$ cat src/rtl/edge_pkg.sv
// Shared types for the edge-detection post-processing path: pixel and
// magnitude widths plus the first-stage pipeline record.
package edge_pkg;

  localparam int PIX_W = 12;
  localparam int MAG_W = 18;

  typedef logic [PIX_W-1:0] pix_t;
  typedef logic [MAG_W-1:0] mag_t;

  typedef struct packed {
    logic valid;
    logic border;
    logic last;
    mag_t mag_sh;
    logic binary;
    pix_t thresh;
  } post_s1_t;

endpackage

$ cat src/rtl/pixel_pos_counter.sv
// Raster position tracker for valid-qualified pixel streams. The reported
// position is the position of the beat currently on the input: a start-of-
// frame beat is forced to (0,0), and the counters continue from there.
module pixel_pos_counter #(
  parameter int W  = 640,
  parameter int H  = 480,
  parameter int CW = $clog2(W),
  parameter int RW = $clog2(H)
) (
  input  logic          i_clk,
  input  logic          i_rst_n,
  input  logic          i_adv,
  input  logic          i_sof,
  output logic [CW-1:0] o_col,
  output logic [RW-1:0] o_row,
  output logic          o_is_border,
  output logic          o_is_last
);

  localparam logic [CW-1:0] COL_LAST = CW'(W - 1);
  localparam logic [RW-1:0] ROW_LAST = RW'(H - 1);

  logic [CW-1:0] r_col;
  logic [RW-1:0] r_row;

  assign o_col       = i_sof ? '0 : r_col;
  assign o_row       = i_sof ? '0 : r_row;
  assign o_is_border = (o_row < RW'(2)) || (o_col < CW'(2));
  assign o_is_last   = (o_row == ROW_LAST) && (o_col == COL_LAST);

  // Step to the position of the next beat, wrapping column then row.
  always_ff @(posedge i_clk or negedge i_rst_n) begin
    if (!i_rst_n) begin
      r_col <= '0;
      r_row <= '0;
    end else if (i_adv) begin
      if (o_col == COL_LAST) begin
        r_col <= '0;
        r_row <= (o_row == ROW_LAST) ? '0 : o_row + 1'b1;
      end else begin
        r_col <= o_col + 1'b1;
        r_row <= o_row;
      end
    end
  end

endmodule

$ cat src/rtl/sobel_mag_post.sv
// Post-processing of the Sobel |G| stream: border blanking, shift and
// saturate to display width, optional binarisation, and per-frame peak
// reporting. Fixed two-cycle latency, no backpressure.
module sobel_mag_post
  import edge_pkg::*;
#(
  parameter int IMG_WIDTH  = 640,
  parameter int IMG_HEIGHT = 480,
  parameter int IN_WIDTH   = MAG_W,
  parameter int OUT_WIDTH  = PIX_W
) (
  input  logic                 i_clk,
  input  logic                 i_rst_n,
  input  logic                 i_val_valid,
  input  logic [IN_WIDTH-1:0]  i_val,
  input  logic                 i_sof,
  input  logic [2:0]           i_shift,
  input  logic                 i_binary,
  input  logic [OUT_WIDTH-1:0] i_thresh,
  output logic                 o_pix_valid,
  output logic [OUT_WIDTH-1:0] o_pix,
  output logic [IN_WIDTH-1:0]  o_frame_peak,
  output logic                 o_peak_valid
);

  localparam pix_t PIX_MAX = '1;

  // Clamp a shifted magnitude into the display pixel range.
  function automatic pix_t sat_pix(input mag_t m);
    return (m > mag_t'(PIX_MAX)) ? PIX_MAX : m[PIX_W-1:0];
  endfunction

  // Final pixel value: blank borders, then threshold or pass the clamp.
  function automatic pix_t post_pix(input post_s1_t s);
    pix_t v;
    v = sat_pix(s.mag_sh);
    if (s.border)
      return '0;
    if (s.binary)
      return (v >= s.thresh) ? PIX_MAX : '0;
    return v;
  endfunction

  mag_t     w_mag_p0;
  logic     w_sof_p0;
  logic     w_border_p0;
  logic     w_last_p0;
  mag_t     w_cand_p0;
  mag_t     r_run_max;
  mag_t     r_peak_cand;
  post_s1_t r_s1_p1;

  assign w_mag_p0 = mag_t'(i_val);
  assign w_sof_p0 = i_sof & i_val_valid;

  pixel_pos_counter #(
    .W (IMG_WIDTH),
    .H (IMG_HEIGHT)
  ) u_pos (
    .i_clk       (i_clk),
    .i_rst_n     (i_rst_n),
    .i_adv       (i_val_valid),
    .i_sof       (w_sof_p0),
    .o_col       (),
    .o_row       (),
    .o_is_border (w_border_p0),
    .o_is_last   (w_last_p0)
  );

  assign w_cand_p0 = (!w_border_p0 && (w_mag_p0 > r_run_max)) ? w_mag_p0 : r_run_max;

  // Running maximum per frame; a start-of-frame beat discards any partial frame.
  always_ff @(posedge i_clk or negedge i_rst_n) begin
    if (!i_rst_n) begin
      r_run_max   <= '0;
      r_peak_cand <= '0;
    end else if (i_val_valid) begin
      if (w_sof_p0) begin
        r_run_max <= w_border_p0 ? '0 : w_mag_p0;
      end else if (w_last_p0) begin
        r_peak_cand <= w_cand_p0;
        r_run_max   <= '0;
      end else begin
        r_run_max <= w_cand_p0;
      end
    end
  end

  // ---- stage 0 -> 1: shift, border/last flags, per-beat controls ----
  // Capture the beat and the controls that apply to it.
  always_ff @(posedge i_clk or negedge i_rst_n) begin
    if (!i_rst_n) begin
      r_s1_p1 <= '0;
    end else begin
      r_s1_p1.valid <= i_val_valid;
      if (i_val_valid) begin
        r_s1_p1.border <= w_border_p0;
        r_s1_p1.last   <= w_last_p0 & ~w_sof_p0;
        r_s1_p1.mag_sh <= w_mag_p0 >> i_shift;
        r_s1_p1.binary <= i_binary;
        r_s1_p1.thresh <= pix_t'(i_thresh);
      end
    end
  end

  // ---- stage 1 -> 2: saturate/binarise, publish pixel and frame peak ----
  // Produce the output pixel; pixel holds between beats, peak updates on the last pixel.
  always_ff @(posedge i_clk or negedge i_rst_n) begin
    if (!i_rst_n) begin
      o_pix_valid  <= 1'b0;
      o_pix        <= '0;
      o_frame_peak <= '0;
      o_peak_valid <= 1'b0;
    end else begin
      o_pix_valid  <= r_s1_p1.valid;
      o_peak_valid <= r_s1_p1.valid & r_s1_p1.last;
      if (r_s1_p1.valid)
        o_pix <= OUT_WIDTH'(post_pix(r_s1_p1));
      if (r_s1_p1.valid && r_s1_p1.last)
        o_frame_peak <= IN_WIDTH'(r_peak_cand);
    end
  end

endmodule
$ cat config.mk
export PLATFORM = sky130hd
export DESIGN_NAME = sobel_mag_post
export DESIGN_NICKNAME = d
export VERILOG_FILES = /design/src/rtl/edge_pkg.sv /design/src/rtl/pixel_pos_counter.sv /design/src/rtl/sobel_mag_post.sv
export SDC_FILE = /design/constraint.sdc
export NUM_CORES = 1
export LEC_CHECK = 0
export BUFFER_PORTS_ARGS = -buffer_cell sky130_fd_sc_hd__buf_2
export CAP_MARGIN = 15
export CORE_MARGIN = 3
export CORE_UTILIZATION = 40
export DETAILED_ROUTE_END_ITERATION = 7
export GPL_ROUTABILITY_DRIVEN = 0
export PLACE_DENSITY = 0.65
export RECOVER_POWER = 50
export SETUP_SLACK_MARGIN = 0.5
export SLEW_MARGIN = 20
export SYNTH_ARGS = -nofsm -noshare
export SYNTH_HDL_FRONTEND = slang
export SYNTH_SLANG_ARGS = --single-unit
$ cat constraint.sdc
create_clock -name i_clk -period 2.5 [get_ports i_clk]
set_input_delay 0.625 -clock i_clk [delete_from_list [all_inputs] [get_ports i_clk]]
set_output_delay 0.625 -clock i_clk [all_outputs]
set_load 0.1 [all_outputs]
==> results by stage, run 1 <==
Status:
- The flow ran to the end, but the final reports show violations.
- The final reports fail on capacitance limit, slew limit, setup timing.

Clock network:
- The number of buffers created by CTS is 17.
- The H-tree depth reported by CTS is 4.
- TritonCTS built the clock tree.
- The root buffer cell is clkbuf_16.
- The clock-pin slew of the registers on the worst-case setup and hold paths is about 0.06 ns.
- The clock drives 121 sinks.
- The clock latency of the later-clocked register in the worst-skew pair is 0.43 ns.
- The number of buffers on the longest clock path is 2.

Hold path:
- The worst hold path terminates at r_s1_p1[6]$_DFFE_PN0P_.
- The tightest min-delay check is of the primary input to flip-flop type.
- The worst hold path stage count is 3.
- The beginning of the worst hold path is i_thresh[6].

Yosys:
- The synthesized netlist occupies a cell area of around 0.0065 sq mm.
- The number of enable-type register cells in the synthesized netlist is 0.
- In the post-synthesis netlist, the biggest area contributors are dfrtp_1 (47%), mux2i_1 (8.1%), ha_1 (6.2%).
- The primary flip-flop cell chosen by synthesis mapping is dfrtp_1.
- The mean instance size in the synthesized netlist is 10.19 sq um.
- Counting flops and latches in the post-synthesis netlist gives about 120.
- The synthesized instance count is 634.
- The fraction of post-synthesis cell area in the top cell type by area is 0.4689.
- The basic-gate share of the synthesized area counting and, or, nand and nor cells is 0.1337.
- The share of cell area taken by muxes after synthesis is 0.1294.
- When the netlist entered floorplanning its net count stood at ~700.
- The share of the synthesized netlist area taken by xor and xnor gates is 0.002713.
- After synthesis, the netlist uses 58 different library cells.
- The share of synthesized cell area in full adder, half adder and majority cells is 0.06200.
- The biggest area contributor in the post-synthesis netlist is dfrtp_1.
- The complex-gate fraction of the synthesized area is 0.1531.
- The sequential cell area fraction in the yosys report is 0.4689.
- After synthesis, the largest family of logic cells by area is compound AO/OA/AOI/OAI gates.
- For this run, the number of Yosys warnings is 0.
- The share of async-settable or async-resettable flops after synthesis is 1.000.

Critical path:
- The cell type with the highest occurrence count on the critical path is a21o_1.
- Along the worst path, the maximum fanout reaches 13.
- For the worst setup path, the data required time is roughly 2.8 ns.
- STA classifies the critical path startpoint as a flip-flop.
- The worst-case register-to-register setup slack is -0.21 ns.
- The worst flop-to-flop path endpoint is o_pix[2]$_DFFE_PN0P_.
- The arrival time of data at the critical path endpoint is ~3.0 ns.
- The worst register-to-register path begins at r_s1_p1[26]$_DFFE_PN0P_.
- STA classifies the critical path endpoint as a flip-flop.
- The first element of the critical path is r_s1_p1[26]$_DFFE_PN0P_.
- The type of the setup path with the least slack is flip-flop to flip-flop.
- The slowest stage of the critical path belongs to the cell dfrtp_1.
- Walking the worst path, the cells encountered are nor4_1 -> nand2_1 -> buf_6 -> or2_4 -> ha_4 -> a21o_1 -> a21o_1 -> a21oi_2 -> o22ai_2 -> o21ai_2 -> buf_4 -> o22ai_1.
- In this design, the stage delay of the slowest critical-path cell is ~0.39 ns.
- For the worst flop-to-flop path, the logic depth is 12.

Finish:
- Excluding fillers, the count of instances in the completed layout stands at 1,042.
- For this run, the post-layout net count is between 800 and 900.
- Relative to the synthesized area, the layout overhead comes to 50.34%.
- The finished cells cover 0.009708 sq mm.
- The number of antenna repair diodes is 0.
- Of the cells placed in the final design, the portion with a size suffix greater than 1 is 0.4465.

Timing:
- The worst relative slew slack is -0.1567.
- The post-route setup TNS is -2.975 ns.
- The final number of setup-violating endpoints is 27.
- The final period utilization is 1.084.
- The final number of max-transition violations came to 29.
- The actual transition at the worst max-transition pin is about 1.7 ns.
- The clock period minus final worst setup slack is 2.711 ns.
- Setup repair after global routing could not meet its margin everywhere.
- For this run, the top clock speed supported by timing is around 370 MHz.
- The final hold violation count was 0.
- The worst setup margin is -0.2108 ns.
- The worst clock skew is around 0.0096 ns.

Detailed routing:
- The remaining antenna violation count after routing is 0.
- The final wirelength is between 20,000 and 25,000 um.
- After detailed routing, the number of remaining DRC violations is 0.
- The via count is a little under 6,000.
- The number of DRC markers in iteration 0 is ~480.
- In the final routed layout, each cell accounts on average for between 20 and 25 um.
- The first detailed-routing pass ran for 5 iterations.
- Dividing the detail-routed via count by the number of cells gives between 5 and 6.

Run:
- The number of maximum-capacitance violations is 1.

Placed design:
- The post-detailed-placement half-perimeter wirelength is approximately 11,000 um.
- The number of cells in the design after placement is 939.
- Port buffering added 69 buffers.
- The instance area at placement is between 0.007 and 0.008 sq mm.

Floorplanning:
- The count of standard-cell rows is 45.
- The height of the die is approximately 130 um.
- 70 I/O pins were placed.
- The chip width is 133.1 um.
- The area of the die is 0.01770 sq mm.
- The total area inside the core boundary comes to between 0.015 and 0.02 sq mm.
- The initial standard-cell utilization of the core is 0.4171.

GRT:
- The initial antenna violation count came to 1.
- The total routing resource utilization after global routing is 0.2161.
- After global routing the overflow that remains totals 0.
- Entering global routing, the biggest net connects 78 pins.
- The number of global-route vias before repair is around 5,700.
- The first global-routing pass estimated about 30,000 um of wire.

Power:
- The worst-case IR drop observed on VDD is 552.4 uV.
- In this run the static leakage power is around 4.6 nW.
- Dividing total power by cell area gives a power density of ~550 mW/mm^2.
- The total power is around 5.4 mW.
-- cell families (layout without fill, tap and decap cells) --
group                    count (synthesis)  in the layout
buffers and inverters                   77            274
AND/OR/NAND/NOR                        175            175
adder cells (fa/ha/maj)                 32             32
AO/OA/AOI/OAI                          148            148
flip-flops                             121            121
XOR/XNOR                                 2              2
multiplexers                            79             79
-- flip-flops by register name (all words and copies together), names as in the netlist --
| signal | cells |
|---|---|
| u_pos.r_col | 10 |
| o_peak_valid | 1 |
| r_peak_cand | 18 |
| o_frame_peak | 18 |
| r_s1_p1 | 34 |
| o_pix_valid | 1 |
| o_pix | 12 |
| r_run_max | 18 |
| u_pos.r_row | 9 |
-- how the worst max path moves through the flow --
stage	slack, ns	cells past startpoint	to
finish	-0.21	12	o_pix[2]$_DFFE_PN0P_
global route	-0.32	13	o_pix[6]$_DFFE_PN0P_
CTS	-0.02	11	r_run_max[12]$_DFFE_PN0P_
detailed placement	-0.28	10	r_peak_cand[12]$_DFFE_PN0P_
global placement	-0.21	10	r_peak_cand[7]$_DFFE_PN0P_
floorplan	-0.20	11	r_run_max[10]$_DFFE_PN0P_
-- placed cells by master (no fill, tap or decap), drive strengths merged, types with 5 or more instances in the layout --
cell type,instances
inv,46
ha,32
dfrtp,121
o2bb2ai,7
nor3,5
clkbuf,22
nand3,14
o21ai,47
mux2,26
and2,7
clkinvlp,5
a22o,22
a21oi,28
nor4,5
mux2i,52
or2,12
nand2,63
a21o,8
nor2,41
nand4,9
buf,190
clkinv,8
and3,8
o22ai,13
-- metal layers --
metal	up-vias	GRT usage	part of all wire	routed length [um]
met5	-	0	0.00033	7
met1	2944	0.2729	0.40	8429
met3	74	0.04297	0.058	1225
met2	223	0.3654	0.50	10540
li1	2645	-	-	-
met4	2	0.08314	0.038	807
-- Yosys cell counts (8+ instances only) --
master and n:
nor2_1 41, a21o_1 8, a21oi_1 28, mux2i_1 52, ha_1 32, nand2_1 62
or2_2 12, nand4_1 8, dfrtp_1 121, o21ai_0 35, mux2_2 26, o22ai_1 13
o21ai_1 12, a22o_2 19, nand3_1 14, clkbuf_1 16, inv_1 44
-- layout make-up --
class | count | area, sq um
Fill cell | 1137 | 5776
Multi-Input combinational cell | 436 | 3812
Sequential cell | 121 | 3028
Timing Repair Buffer | 194 | 1812
Clock buffer | 18 | 439.2
Tap cell | 211 | 264.0
Inverter | 48 | 180.2
Clock inverter | 14 | 172.7
-- metrics by stage --
| stage | hold slack, ns | setup slack [ns] | utilization |
|---|---|---|---|
| 3_5_place_dp | 0.4781 | -0.2850 | 0.4842 |
| 5_1_grt | 0.4036 | -0.3170 | 0.6270 |
| 6_report | 0.4019 | -0.2108 | 0.6270 |
| 4_1_cts | 0.1358 | -0.02270 | 0.5856 |
| 3_3_place_gp | 0.4768 | -0.2095 | 0.4842 |
| 2_1_floorplan | 0.3294 | -0.1985 | - |
-- what timing repair did --
item / CTS / global route
cloned: 16 / 1
setup buffers: 26 / 28
pin swaps: 24 / 32
endpoints found under the setup margin: 53 / 54
hold buffers: 0 / 0
gates resized for setup: 77 / 79
hold endpoints to repair: 0 / 0
-- power breakdown --
part,switching (mW),total [mW],internal (mW)
registers,0.0647,2.10,2.03
logic,0.393,0.710,0.317
clock network,0.956,2.55,1.60
-- worst max-delay path, delay by kind of cell (launching register included) --
| kind | cells | cell delay [ns] |
|---|---|---|
| compound gates | 6 | 0.87 |
| fa+ha+maj | 1 | 0.22 |
| buf+inv | 2 | 0.35 |
| flops | 1 | 0.39 |
| simple gates | 3 | 0.76 |
Power figures use the tool's default switching activity.
==> run 2, diff against run 1 <==
--- a/config.mk
+++ b/config.mk
@@ -11,7 +11,7 @@
 export CORE_UTILIZATION = 40
 export DETAILED_ROUTE_END_ITERATION = 7
 export GPL_ROUTABILITY_DRIVEN = 0
-export PLACE_DENSITY = 0.65
+export PLACE_DENSITY = 0.63
 export RECOVER_POWER = 50
 export SETUP_SLACK_MARGIN = 0.5
 export SLEW_MARGIN = 20
==> constraint.sdc (replaced) <==
create_clock -name i_clk -period 3.4 [get_ports i_clk]
set_input_delay 0.85 -clock i_clk [delete_from_list [all_inputs] [get_ports i_clk]]
set_output_delay 0.85 -clock i_clk [all_outputs]
set_load 0.1 [all_outputs]
==> run 2 against run 1 <==
The flow finishes with violations (capacitance limit, slew limit). Routed wire length fell by 30%. Combinational power decreased by 46%. Register-to-register slack gained 0.89 ns. Sequential cell count is the same. Setup slack gained 0.89 ns. Via count down 15%. Cell area decreased by 20%. Critical path type unchanged. Critical endpoint is now o_pix[8]$_DFFE_PN0P_.
==> results by stage, run 2 (same netlist as run 1, synthesis figures left out) <==
Critical path:
- The largest fanout on the critical path is 10 (-3).
- The arrival time of data at the critical path endpoint is 3.00 ns (about the same).
- The worst-case register-to-register setup slack is 0.68 ns (+0.89 ns).
- The type of the setup path with the least slack is flip-flop to flip-flop.
- The worst register-to-register path begins at r_s1_p1[28]$_DFFE_PN0P_.
- The largest stage delay on the critical path is 0.39 ns (about the same).
- The kind of start point of the critical path is a flip-flop.
- Traced cell by cell, the critical path runs through nor4_2 -> nand2_2 -> or2_2 -> ha_1 -> a21o_1 -> a21o_1 -> a21oi_1 -> o22ai_1 -> o21ai_1 -> buf_4 -> o22ai_1.
- The depth of the most critical reg-to-reg path was 11 (-1).
- The endpoint identified for the worst register-to-register timing path is o_pix[8]$_DFFE_PN0P_.
- The kind of end point of the critical path is a flip-flop.
- On the critical path, the stage with the largest delay is an instance of dfrtp_1.
- The required time of the critical path is 3.68 ns (+0.89 ns).

Clock network:
- The clock-pin slew of the registers on the worst-case setup and hold paths was 0.05 ns (about the same).
- The clock latency of the later-clocked register in the worst-skew pair is 0.42 ns (about the same).
- The number of buffers on the longest clock path is 2 (unchanged).
- In this run the clock root is driven by a clkbuf_16.
- The clock net sink count is 121 (unchanged).
- The number of buffers created by CTS came to 17 (unchanged).
- The CTS tree is built.
- The H-tree depth reported by CTS is 4 (unchanged).

Hold path:
- In this run the most critical hold path is launched from r_peak_cand[13]$_DFFE_PN0P_.
- In this run the worst hold path is classified as flip-flop to flip-flop.
- The worst hold path stage count is 2 (-1).
- The worst hold path terminates at r_peak_cand[13]$_DFFE_PN0P_.

Detailed routing:
- The via count came to 4,995 (-15%).
- The first-pass iteration count of the detailed router is 4 (-1).
- The number of DRC markers in iteration 0 is 252 (-47%).
- The remaining antenna violation count after routing is 0 (unchanged).
- The final wirelength is 14,710 um (-30%).
- The average wire length per cell after detail routing is 15.75 um (-22%).
- The average via count per standard cell is 5.348 (-5.4%).
- The remaining routing DRC violations is 0 (unchanged).

Finish:
- The number of inserted filler cells in the final layout is 1,410 (+24%).
- The area growth from synthesis to layout is 20.23%.
- The most common cell after layout, fill and taps aside is dfrtp_1.
- The library cells used most frequently in the layout, excluding fill and tap cells, are dfrtp_1 (121), buf_2 (67), nand2_1 (58), mux2i_1 (52), inv_1 (44).
- The largest register by flop count is r_s1_p1.
- The footprint of the flip-flops and latches came to 0.003028 sq mm (unchanged).
- The fraction of final layout cells sized beyond drive strength 1 is 0.2656 (-0.1809).
- The net total in the final layout came to 780 (-12%).
- The flip-flop count of the largest register, all copies and words added is 34 (unchanged).
- The number of antenna repair diodes was 0 (unchanged).
- The multi-input combinational cell area is 0.003188 sq mm (-16%).

Floorplanning:
- The height of the die is 133.1 um (unchanged).
- The number of placed I/O pins came to 70 (unchanged).
- The initial standard-cell utilization of the core was 0.4171 (unchanged).
- The count of standard-cell rows came to 45 (unchanged).
- The area of the die came to 0.01770 sq mm (unchanged).
- The total core area is 0.01548 sq mm (unchanged).
- The chip width was 133.1 um (unchanged).

Timing:
- The post-route setup TNS is 0 ns (+2.975 ns).
- The clock period minus final worst setup slack is 2.719 ns (+0.007781 ns).
- The final hold violation count was 0 (unchanged).
- The worst relative slew slack came to -0.1013 (+0.05543).
- The final number of setup-violating endpoints is 0 (-100%).
- Setup repair after global routing left no endpoint under its margin.
- The worst-case hold slack is 0.4861 ns (+0.08416 ns).
- The worst clock skew was 0.008193 ns (-0.001402 ns).
- The final period utilization is 0.7996 (-0.2847).
- The actual transition at the worst max-transition pin came to 1.652 ns (-0.08315 ns).
- The final number of max-transition violations is 28 (-3.4%).
- The highest clock frequency the design can meet was 367.8 MHz (-0.29%).

GRT:
- The total routing resource utilization after global routing was 0.1752 (-0.04090).
- The initial antenna violation count was 2 (+1).
- The residual overflow from global routing is 0 (unchanged).
- The global-route wire length before repair is 25,140 um (-17%).
- The number of global-route vias before repair is 5,157 (-10%).
- The largest net degree at the start of global routing is 78 (unchanged).

Power:
- The clock group share of total power is 0.495 (+0.019).
- The cell-internal power is 2.900 mW (-27%).
- The total power is 3.823 mW (-29%).
- The combinational fraction of design power was 0.100 (-0.032).
- The standby leakage power is 3.597 nW (-21%).
- The net switching component of the power was 922.9 uW (-35%).
- The peak supply drop came to 342.4 uV (-38%).
- The fraction of power spent switching nets is 0.2414 (-0.02234).
- The relative contribution of sequential cells to total power came to 0.405 (+0.013).
- The power density over the cells is 492.4 mW/mm^2 (-11%).

Placed design:
- The count of port buffers added during placement was 69 (unchanged).
- The post-detailed-placement half-perimeter wirelength is 10,560 um (-4.3%).

Status:
- The final reports fail on capacitance limit, slew limit.
- The flow ran to the end, but the final reports show violations.

Run:
- The number of maximum-capacitance violations came to 1 (unchanged).
run 2: cell types whose count changed in the layout (fill, tap and decap cells not counted), sizes merged:
cell / delta
buf: -106
inv: -2
bufinv: +1
clkinvlp: -1
run 2: power by group through the flow:
stage	logic, mW	clock network (mW)	registers [mW]
4_1_cts	0.383	1.92	1.55
6_report	0.383	1.89	1.55
5_1_grt	0.433	1.99	1.56
2_1_floorplan	0.247	0	1.56
3_5_place_dp	0.379	0	1.57
3_3_place_gp	0.366	0	1.57
run 2: how the worst max path moves through the flow:
| stage | slack, ns | endpoint | startpoint |
|---|---|---|---|
| finish | 0.68 | o_pix[8]$_DFFE_PN0P_ | r_s1_p1[28]$_DFFE_PN0P_ |
| global route | 0.50 | r_peak_cand[14]$_DFFE_PN0P_ | i_val_valid |
| CTS | 0.58 | o_pix[8]$_DFFE_PN0P_ | r_s1_p1[28]$_DFFE_PN0P_ |
| detailed placement | 0.17 | r_run_max[0]$_DFFE_PN0P_ | i_val[11] |
| global placement | 0.22 | r_run_max[7]$_DFFE_PN0P_ | i_val[11] |
| floorplan | 0.48 | r_run_max[11]$_DFFE_PN0P_ | i_val_valid |
run 2: area by class of cell:
class / count / share of cell area
clock buffers: 20 / 0.05753
clock inverters: 12 / 0.02240
inverters: 48 / 0.02321
multi-input cells: 436 / 0.4106
flip-flops and latches: 121 / 0.3900
well taps: 211 / 0.03400
repair buffers: 86 / 0.06221
run 2: through the flow:
step | cell area (sq um) | std cells | util | setup slack, ns
after floorplan | 6529 | 634 | - | 0.4758
after global placement | 7111 | 899 | 0.4592 | 0.2179
after detailed placement | 7111 | 899 | 0.4592 | 0.1686
after CTS | 7734 | 931 | 0.4995 | 0.5838
after global routing | 7764 | 934 | 0.5014 | 0.4981
final | 7764 | 934 | 0.5014 | 0.6815
run 2: critical path: cells and delay by family, from the launching register on:
family | cells | cell delay [ns]
compound gates | 6 | 0.90
fa+ha+maj | 1 | 0.31
buf+inv | 1 | 0.19
flops | 1 | 0.39
simple gates | 3 | 0.79
run 2: per-layer routing:
metal,part of all wire,track usage,vias to the layer above
li1,-,-,2411
met1,0.45,0.2199,2469
met2,0.49,0.2943,95
met3,0.045,0.04601,18
met4,0.014,0.05774,2
met5,0.00088,0,-
run 2: what timing repair did:
action,4_1_cts,5_1_grt
hold buffers,0,0
pin swaps,0,1
setup buffers,0,3
resized for setup,2,3
gates cloned,0,0
setup endpoints to repair,12,41
==> run 3, diff against run 2 <==
==> constraint.sdc (replaced) <==
create_clock -name i_clk -period 2.8 [get_ports i_clk]
set_input_delay 0.7 -clock i_clk [delete_from_list [all_inputs] [get_ports i_clk]]
set_output_delay 0.7 -clock i_clk [all_outputs]
set_load 0.1 [all_outputs]
==> run 3 against run 2 <==
The run still ends with capacitance limit, slew limit left. Global-route usage up 1.9 points. Core utilization up 9.2 points. Non-clock buffer count up 70. Die area unchanged. Sequential share of layout area down 6.0 points. Clock-buffer cell count up 4. First-iteration DRC count up 44%. Power up 24%. Fmax up 5.4%. Clock power up 20%.
==> results by stage, run 3 (same netlist as run 1, synthesis figures left out) <==
Critical path:
- The critical path goes through nor4_4 -> buf_4 -> nand2_4 -> or2_4 -> ha_4 -> a21o_1 -> a21o_1 -> a21oi_2 -> nor3_1 -> o21ai_1 -> buf_4 -> o22ai_2.
- The setup path with the least slack is of type flip-flop to flip-flop.
- The largest fanout on the critical path is 7 (-3).
- The arrival time of data at the critical path endpoint is 2.86 ns (-0.14 ns).
- The cell type of the slowest stage on the worst timing path is dfrtp_1.
- The largest stage delay on the critical path is 0.41 ns (+0.02 ns).
- The worst setup path is captured at a flip-flop.
- The worst setup path is launched from a flip-flop.
- The required time of the critical path is 3.08 ns (-0.60 ns).

Placed design:
- The number of cells in the design after placement was 924 (+2.8%).
- The instance area at placement was 0.007366 sq mm (+3.6%).
- The post-detailed-placement half-perimeter wirelength is 11,070 um (+4.8%).
- The post-placement worst setup slack is -0.07967 ns (-0.2483 ns).
- The count of port buffers added during placement was 69 (unchanged).

Power:
- The standby leakage power was 4.271 nW (+19%).
- The power density over the cells is 517.6 mW/mm^2 (+5.1%).
- The peak supply drop is 418.0 uV (+22%).
- The total power was 4.752 mW (+24%).

Timing:
- The final number of setup-violating endpoints was 0 (unchanged).
- The final hold violation count is 0 (unchanged).
- The clock period minus final worst setup slack is 2.579 ns (-0.1397 ns).
- Setup repair after global routing could not meet its margin everywhere.
- The worst-case hold slack came to 0.4868 ns (+0.0007120 ns).
- The final period utilization came to 0.9210 (+0.1214).
- The final number of max-transition violations came to 31 (+11%).
- The worst relative slew slack is -0.2499 (-0.1486).
- The actual transition at the worst max-transition pin is 1.875 ns (+0.2229 ns).
- The highest clock frequency the design can meet is 387.8 MHz (+5.4%).
- The post-route setup TNS was 0 ns (unchanged).
- The worst clock skew came to 0.01133 ns (+0.003137 ns).
- The worst setup margin is 0.2211 ns (-0.4603 ns).

Detailed routing:
- The remaining routing DRC violations is 0 (unchanged).
- The remaining antenna violation count after routing came to 0 (unchanged).
- The average via count per standard cell came to 5.475 (+2.4%).
- The final wirelength is 19,030 um (+29%).
- The first-pass iteration count of the detailed router is 4 (unchanged).
- The via count is 5,497 (+10%).
- The number of DRC markers in iteration 0 is 362 (+44%).
- The average wire length per cell after detail routing is 18.95 um (+20%).

Floorplanning:
- The area of the die is 0.01770 sq mm (unchanged).
- The height of the die is 133.1 um (unchanged).
- The chip width is 133.1 um (unchanged).
- The number of placed I/O pins is 70 (unchanged).
- The total core area came to 0.01548 sq mm (unchanged).
- The count of standard-cell rows is 45 (unchanged).
- The initial standard-cell utilization of the core was 0.4171 (unchanged).

Finish:
- The largest register by flop count is r_s1_p1.
- The core occupancy in the finished layout is 0.5930 (+0.09156).
- In the layout the commonest cells are dfrtp_1 (118), buf_2 (65), buf_4 (59), mux2i_1 (49), inv_1 (42).
- The post-route cell area is 0.009181 sq mm (+18%).
- The flip-flop count of the largest register, all copies and words added is 34 (unchanged).
- The fraction of final layout cells sized beyond drive strength 1 came to 0.4161 (+0.1506).
- Relative to the synthesized area, the layout overhead comes to 42.18%.
- The number of standard cells in the layout, taps in and fillers out was 1,004 (+7.5%).
- The net total in the final layout is 851 (+9.1%).
- The number of antenna repair diodes came to 0 (unchanged).
- Leaving out fill and tap cells, the most frequent cell in the layout is dfrtp_1.

Clock network:
- The total of hold buffers inserted after clock tree synthesis is 0 (unchanged).
- The clock latency of the later-clocked register in the worst-skew pair was 0.42 ns (about the same).
- The number of buffers on the longest clock path is 2 (unchanged).
- TritonCTS built the clock tree.
- The clock net sink count is 121 (unchanged).
- The clock-pin slew of the registers on the worst-case setup and hold paths is 0.05 ns (about the same).
- The tree is rooted in a clkbuf_16.
- The H-tree depth reported by CTS is 4 (unchanged).
- The number of buffers created by CTS came to 17 (unchanged).

GRT:
- The largest net degree at the start of global routing is 78 (unchanged).
- The global-route wire length before repair was 27,550 um (+9.6%).
- The initial antenna violation count was 0 (-2).
- The number of global-route vias before repair was 5,516 (+7.0%).
- The total routing resource utilization after global routing is 0.1942 (+0.01900).
- The residual overflow from global routing is 0 (unchanged).

Status:
- The final reports fail on capacitance limit, slew limit.
- The flow ran to the end, but the final reports show violations.

Hold path:
- The class of the tightest hold or removal check is primary input to flip-flop.

Run:
- The number of maximum-capacitance violations was 1 (unchanged).
## run 3: area by class of cell
class / count / area [sq um]
Sequential cell: 121 / 3032
Clock buffer: 24 / 491.7
Clock inverter: 7 / 115.1
Multi-Input combinational cell: 437 / 3830
Inverter: 48 / 180.2
Fill cell: 1191 / 6302
Timing Repair Buffer: 156 / 1269
Tap cell: 211 / 264.0
## run 3: final timing paths
kind	startpoint	to	slack [ns]	cells past startpoint
max	r_s1_p1[26]$_DFFE_PN0P_	o_pix[2]$_DFFE_PN0P_	0.22	12
min	i_thresh[3]	r_s1_p1[3]$_DFFE_PN0P_	0.49	3
max reg2reg	r_s1_p1[26]$_DFFE_PN0P_	o_pix[2]$_DFFE_PN0P_	0.22	12
min reg2reg	o_frame_peak[17]$_DFFE_PN0P_	o_frame_peak[17]$_DFFE_PN0P_	0.50	1
max in group asynchronous	i_rst_n	r_peak_cand[6]$_DFFE_PN0P_	0.53	2
min in group asynchronous	i_rst_n	o_frame_peak[10]$_DFFE_PN0P_	0.79	1
## run 3: report_power, final
part	switching (mW)	leakage, nW	internal [mW]
clock network	0.784	0.292	1.49
registers	0.0646	1.61	1.82
logic	0.330	2.37	0.270
## run 3: worst max-delay path, delay by kind of cell, from the launching register on
| family | cells | cell delay, ns |
|---|---|---|
| buf+inv | 2 | 0.38 |
| compound gates | 5 | 0.72 |
| fa+ha+maj | 1 | 0.21 |
| simple gates | 4 | 0.72 |
| flops | 1 | 0.41 |
## run 3: per-layer routing
layer / GRT usage / wire length, um / up-vias
met2: 0.3242 / 9652 / 162
met1: 0.2456 / 7889 / 2729
met5: 0 / 0 / -
li1: - / - / 2566
met3: 0.04563 / 993 / 40
met4: 0.07217 / 490 / 0
## run 3: timing repair
item / in CTS / in global routing
resized for setup: 46 / 97
setup buffers: 21 / 16
setup endpoints to repair: 47 / 49
pin swaps: 17 / 26
gates cloned: 5 / 7
